File: src/rtl/uart_rx.sv
// 8N1 UART receiver: 2-flop synchronizer, mid-bit sampling FSM, one-cycle result strobes.
// Define UART_RX_PARITY_EN for 8E1 framing with an even-parity check before the stop bit.
module uart_rx #(
    parameter int clk_bit = 87
) (
    input  logic       i_clk,
    input  logic       i_rst_n,
    input  logic       serial_in,
    output logic [7:0] data,
    output logic       data_valid,
    output logic       active,
    output logic       frame_err,
    output logic       parity_err
);

    localparam logic [7:0] half = 8'((clk_bit - 1) / 2);
    localparam logic [7:0] last = 8'(clk_bit - 1);

    typedef enum logic [2:0] {
        IDLE    = 3'd0,
        START   = 3'd1,
        DATA    = 3'd2,
        PARITY  = 3'd3,
        STOP    = 3'd4,
        CLEANUP = 3'd5
    } state_t;

    state_t     state, state_n;
    logic [7:0] clk_count, clk_count_n;
    logic [2:0] bit_count, bit_count_n;
    logic [7:0] shift, shift_n;
    logic [7:0] data_n;
    logic       data_valid_n;
    logic       frame_err_n;
    logic       active_n;
    logic       sync_p0, sync_p1;
    logic       rx_s;
    logic       perr;

    assign rx_s = sync_p1;

`ifdef UART_RX_PARITY_EN
    logic par_bit, par_bit_n;
    logic parity_err_n;

    // Even parity: data bits XOR parity bit must be zero.
    assign perr = (^shift) ^ par_bit;

    always_ff @(posedge i_clk) begin
        if (!i_rst_n) begin
            par_bit    <= 1'b0;
            parity_err <= 1'b0;
        end else begin
            par_bit    <= par_bit_n;
            parity_err <= parity_err_n;
        end
    end
`else
    assign perr       = 1'b0;
    assign parity_err = 1'b0;
`endif

    // Stage p0/p1: metastability synchronizer, idles high like the line.
    always_ff @(posedge i_clk) begin
        if (!i_rst_n) begin
            sync_p0 <= 1'b1;
            sync_p1 <= 1'b1;
        end else begin
            sync_p0 <= serial_in;
            sync_p1 <= sync_p0;
        end
    end

    always_ff @(posedge i_clk) begin
        if (!i_rst_n) begin
            state      <= IDLE;
            clk_count  <= 8'd0;
            bit_count  <= 3'd0;
            shift      <= 8'd0;
            data       <= 8'h00;
            data_valid <= 1'b0;
            frame_err  <= 1'b0;
            active     <= 1'b0;
        end else begin
            state      <= state_n;
            clk_count  <= clk_count_n;
            bit_count  <= bit_count_n;
            shift      <= shift_n;
            data       <= data_n;
            data_valid <= data_valid_n;
            frame_err  <= frame_err_n;
            active     <= active_n;
        end
    end

    always_comb begin
        state_n      = state;
        clk_count_n  = clk_count;
        bit_count_n  = bit_count;
        shift_n      = shift;
        data_n       = data;
        data_valid_n = 1'b0;
        frame_err_n  = 1'b0;
`ifdef UART_RX_PARITY_EN
        par_bit_n    = par_bit;
        parity_err_n = 1'b0;
`endif
        case (state)
            IDLE: begin
                clk_count_n = 8'd0;
                bit_count_n = 3'd0;
                if (!rx_s) state_n = START;
            end
            START: begin
                // Re-check the start bit at its centre to reject line glitches.
                if (clk_count == half) begin
                    clk_count_n = 8'd0;
                    state_n     = rx_s ? IDLE : DATA;
                end else begin
                    clk_count_n = clk_count + 8'd1;
                end
            end
            DATA: begin
                if (clk_count == last) begin
                    clk_count_n        = 8'd0;
                    shift_n[bit_count] = rx_s;
                    if (bit_count == 3'd7) begin
                        bit_count_n = 3'd0;
`ifdef UART_RX_PARITY_EN
                        state_n     = PARITY;
`else
                        state_n     = STOP;
`endif
                    end else begin
                        bit_count_n = bit_count + 3'd1;
                    end
                end else begin
                    clk_count_n = clk_count + 8'd1;
                end
            end
`ifdef UART_RX_PARITY_EN
            PARITY: begin
                if (clk_count == last) begin
                    clk_count_n = 8'd0;
                    par_bit_n   = rx_s;
                    state_n     = STOP;
                end else begin
                    clk_count_n = clk_count + 8'd1;
                end
            end
`endif
            STOP: begin
                if (clk_count == last) begin
                    clk_count_n = 8'd0;
                    frame_err_n = !rx_s;
`ifdef UART_RX_PARITY_EN
                    parity_err_n = perr;
`endif
                    if (rx_s && !perr) begin
                        data_n       = shift;
                        data_valid_n = 1'b1;
                    end
                    state_n = CLEANUP;
                end else begin
                    clk_count_n = clk_count + 8'd1;
                end
            end
            CLEANUP: begin
                // Wait out a break so a held-low line cannot start a new frame.
                if (rx_s) state_n = IDLE;
            end
            default: begin
                state_n     = IDLE;
                clk_count_n = 8'd0;
                bit_count_n = 3'd0;
            end
        endcase
        active_n = (state_n != IDLE);
    end

endmodule

File: config.mk
export PLATFORM = sky130hd
export DESIGN_NAME = uart_rx
export DESIGN_NICKNAME = d
export VERILOG_FILES = /design/src/rtl/uart_rx.sv
export SDC_FILE = /design/constraint.sdc
export NUM_CORES = 1
export LEC_CHECK = 0
export ABC_AREA = 1
export ABC_CLOCK_PERIOD_IN_PS = 2490
export CAP_MARGIN = 30
export CORE_AREA = 2 2 64 66
export CTS_CLUSTER_SIZE = 24
export DETAILED_ROUTE_END_ITERATION = 8
export DIE_AREA = 0 0 66 68
export PLACE_DENSITY_LB_ADDON = 0.08
export RECOVER_POWER = 25
export SYNTH_ARGS = -nofsm -noshare
export SYNTH_HDL_FRONTEND = slang
export SYNTH_SLANG_ARGS = --single-unit
File: constraint.sdc
create_clock -name i_clk -period 2.49 [get_ports i_clk]
set_input_delay 0.3735 -clock i_clk [delete_from_list [all_inputs] [get_ports i_clk]]
set_output_delay 0.3735 -clock i_clk [all_outputs]
set_load 0.01 [all_outputs]
==> run summary <==
die height - 68 um
synthesized flop and latch total - 35
Synth async-reset ratio - 0%
hpwl dp - 2490 um
Yosys Warn Count - 0
DR iter-0 viols - 102
critical path fanouts, max - 15
clk_skew - 2.26 ps
total track usage - 17.7%
Residual DRC - 0
# Post-CTS Setup Buffers - 0
top cells by area, synth - dfxtp_1 (40%), nand2_1 (11%), nor2_1 (9.0%)
Vias - 1512
Max Slew Vio Count - 0
Hold Vio Cnt, Final - 0
Post-Syn Instances - 249
r2r setup slk - 870 ps
Clock Latency Late Sink - 290 ps
TNS Setup - 0 ps
Unique masters post-synth - 26
vias in the first global route - 1394
worst-margin pin slew - 543 ps
TritonCTS Sinks - 35
Vias per Instance - 4.83
FMAX - 532 MHz
Final Wtd Congestion - 0.790
post_cts resized - 0
Num CTS Buffers - 5
R2R Path Start - clk_count[0]
r2r worst-path depth - 9
clock-pin slew on the worst setup and hold paths - 70 ps
Initial Util - 45.3%
# nets final - 269
reg2reg end - data[4]
synth cell count leaders - nand2_1 (49), nor2_1 (42), dfxtp_1 (35)
remaining antenna violation count - 0
crit end category - flip-flop
post-synth top area share - 40.1%
largest net degree at the start of global routing - 21
CP Class - input pin to flip-flop
Area Overhead vs Synth - 14.5%
mean post-synth cell area - 7.02 um2
Final min period - 1880 ps
Detailed Route WL - 3410 um
Max-Cap Viols - 0
Worst EP required - 2670 ps
WL met1 - 1820 um
cell taking the most area after synthesis - dfxtp_1
Final Setup Violations - 0
ANT cells - 0
Seq/Total Area, Yosys - 40.1%
DRT Pass-1 Iters - 4
hold path start - sync_p0
status - complete, no violations
period utilization - 75.5%
Mapped Nets - 256
worst setup path startpoint - i_rst_n
pwr dens - 565 nW/um2
Post-CTS Hold Buffers - 0
Die ar. - 4490 um2
initial antenna violation count - 0
Placed Cells - 305
number of synthesized flops with an enable pin - 0
VDD IR max - 0.306 mV
Post-Syn Area - 1750 um2
leakage power - 0.844 nW
Highest Signal Layer - met4
WL/cell - 10.9 um
CTS root buf - clkbuf_8
Worst Setup EP - rx_s
critical path data arrival time - 2060 ps
Met3 Wirelength - 149 um
Slew HR - 63.8%
first-pass GRT wire length - 6140 um
Ports - 15
Die W - 66 um
aggregate global routing overflow - 0
FP Rows - 23
clock buffer depth - 2
H-tree level count - 2
crit start category - input pin
core area - 3860 um2
Layout Cells excl Fill - 313
port bufs - 13
prevailing post-synth register cell - dfxtp_1
top-count cell post-synth - nand2_1
CTS tree - built
fraction of layout cells with a size suffix above 1 - 8.37%
met2 wire length - 1400 um
RSZ-0062 raised after global routing - false
worst hold path type - flip-flop to flip-flop
placed cells by master (no fill, tap or decap), types with 6 or more instances in the layout:
cell	count
nand4_1	12
a21oi_1	11
inv_1	22
clkbuf_8	6
nor2_1	43
o21ai_0	11
dfxtp_1	35
nand2_1	49
nand3_1	27
clkdlybuf4s50_1	9
critical path, stage by stage:
cell	delay (ps)
dlygate4sd3_1	520
clkbuf_1	430
inv_1	370
or2_2	360
registers in the layout, indices dropped and copies added, names as in the netlist:
register / cells
data: 8
sync_p0: 1
shift: 8
bit_count: 3
rx_s: 1
data_valid: 1
frame_err: 1
active: 1
clk_count: 8
state: 3
worst min-delay path by stage:
stage / to / depth (start not counted)
2_1_floorplan: rx_s / 1
4_1_cts: rx_s / 1
3_5_place_dp: rx_s / 1
3_3_place_gp: rx_s / 1
5_1_grt: rx_s / 1
6_report: rx_s / 1
power breakdown:
group	switching, mW	internal (mW)
registers	0.00507	0.564
logic	0.0206	0.0116
clock network	0.206	0.324
area by class of cell:
class | count | area (um2)
fill | 398 | 1850
multi-input combinational | 178 | 881
sequential | 35 | 701
timing repair buffer | 14 | 134
inverter | 28 | 106
clock buffer | 6 | 82.6
tap | 50 | 62.6
clock inverter | 2 | 35.0
metal layers:
layer  global-route usage (%)  up-vias
met4                     5.36        0
met1                     24.6      657
met5                        0        -
li1                         -      824
met2                     26.8       27
met3                     5.10        4
metrics by stage:
step                hold WS (ps)  instance area [um2]  total power, mW  setup WS [ps]  util [%]
finish                       415                 2000             1.13            610      51.9
global route                 423                 2000             1.17            442      51.9
CTS                          419                 2010             1.15            926      52.1
detailed placement           401                 1890            0.616            788      49.0
global placement             396                 1890            0.616            801      49.0
floorplan                    393                 1750            0.605           1190         -
kinds of logic after synthesis:
logic type | after synthesis | synth area share, %
DFF | 35 | 40.1
adders and majority gates | 4 | 2.86
AOI/OAI and AO/OA | 23 | 6.73
xor gates and xnor gates | 5 | 2.51
buffers and inverters | 36 | 9.38
and+or+nand+nor | 145 | 38.2
other | 1 | 0.215
No activity file was read; power rests on OpenSTA's default activity.
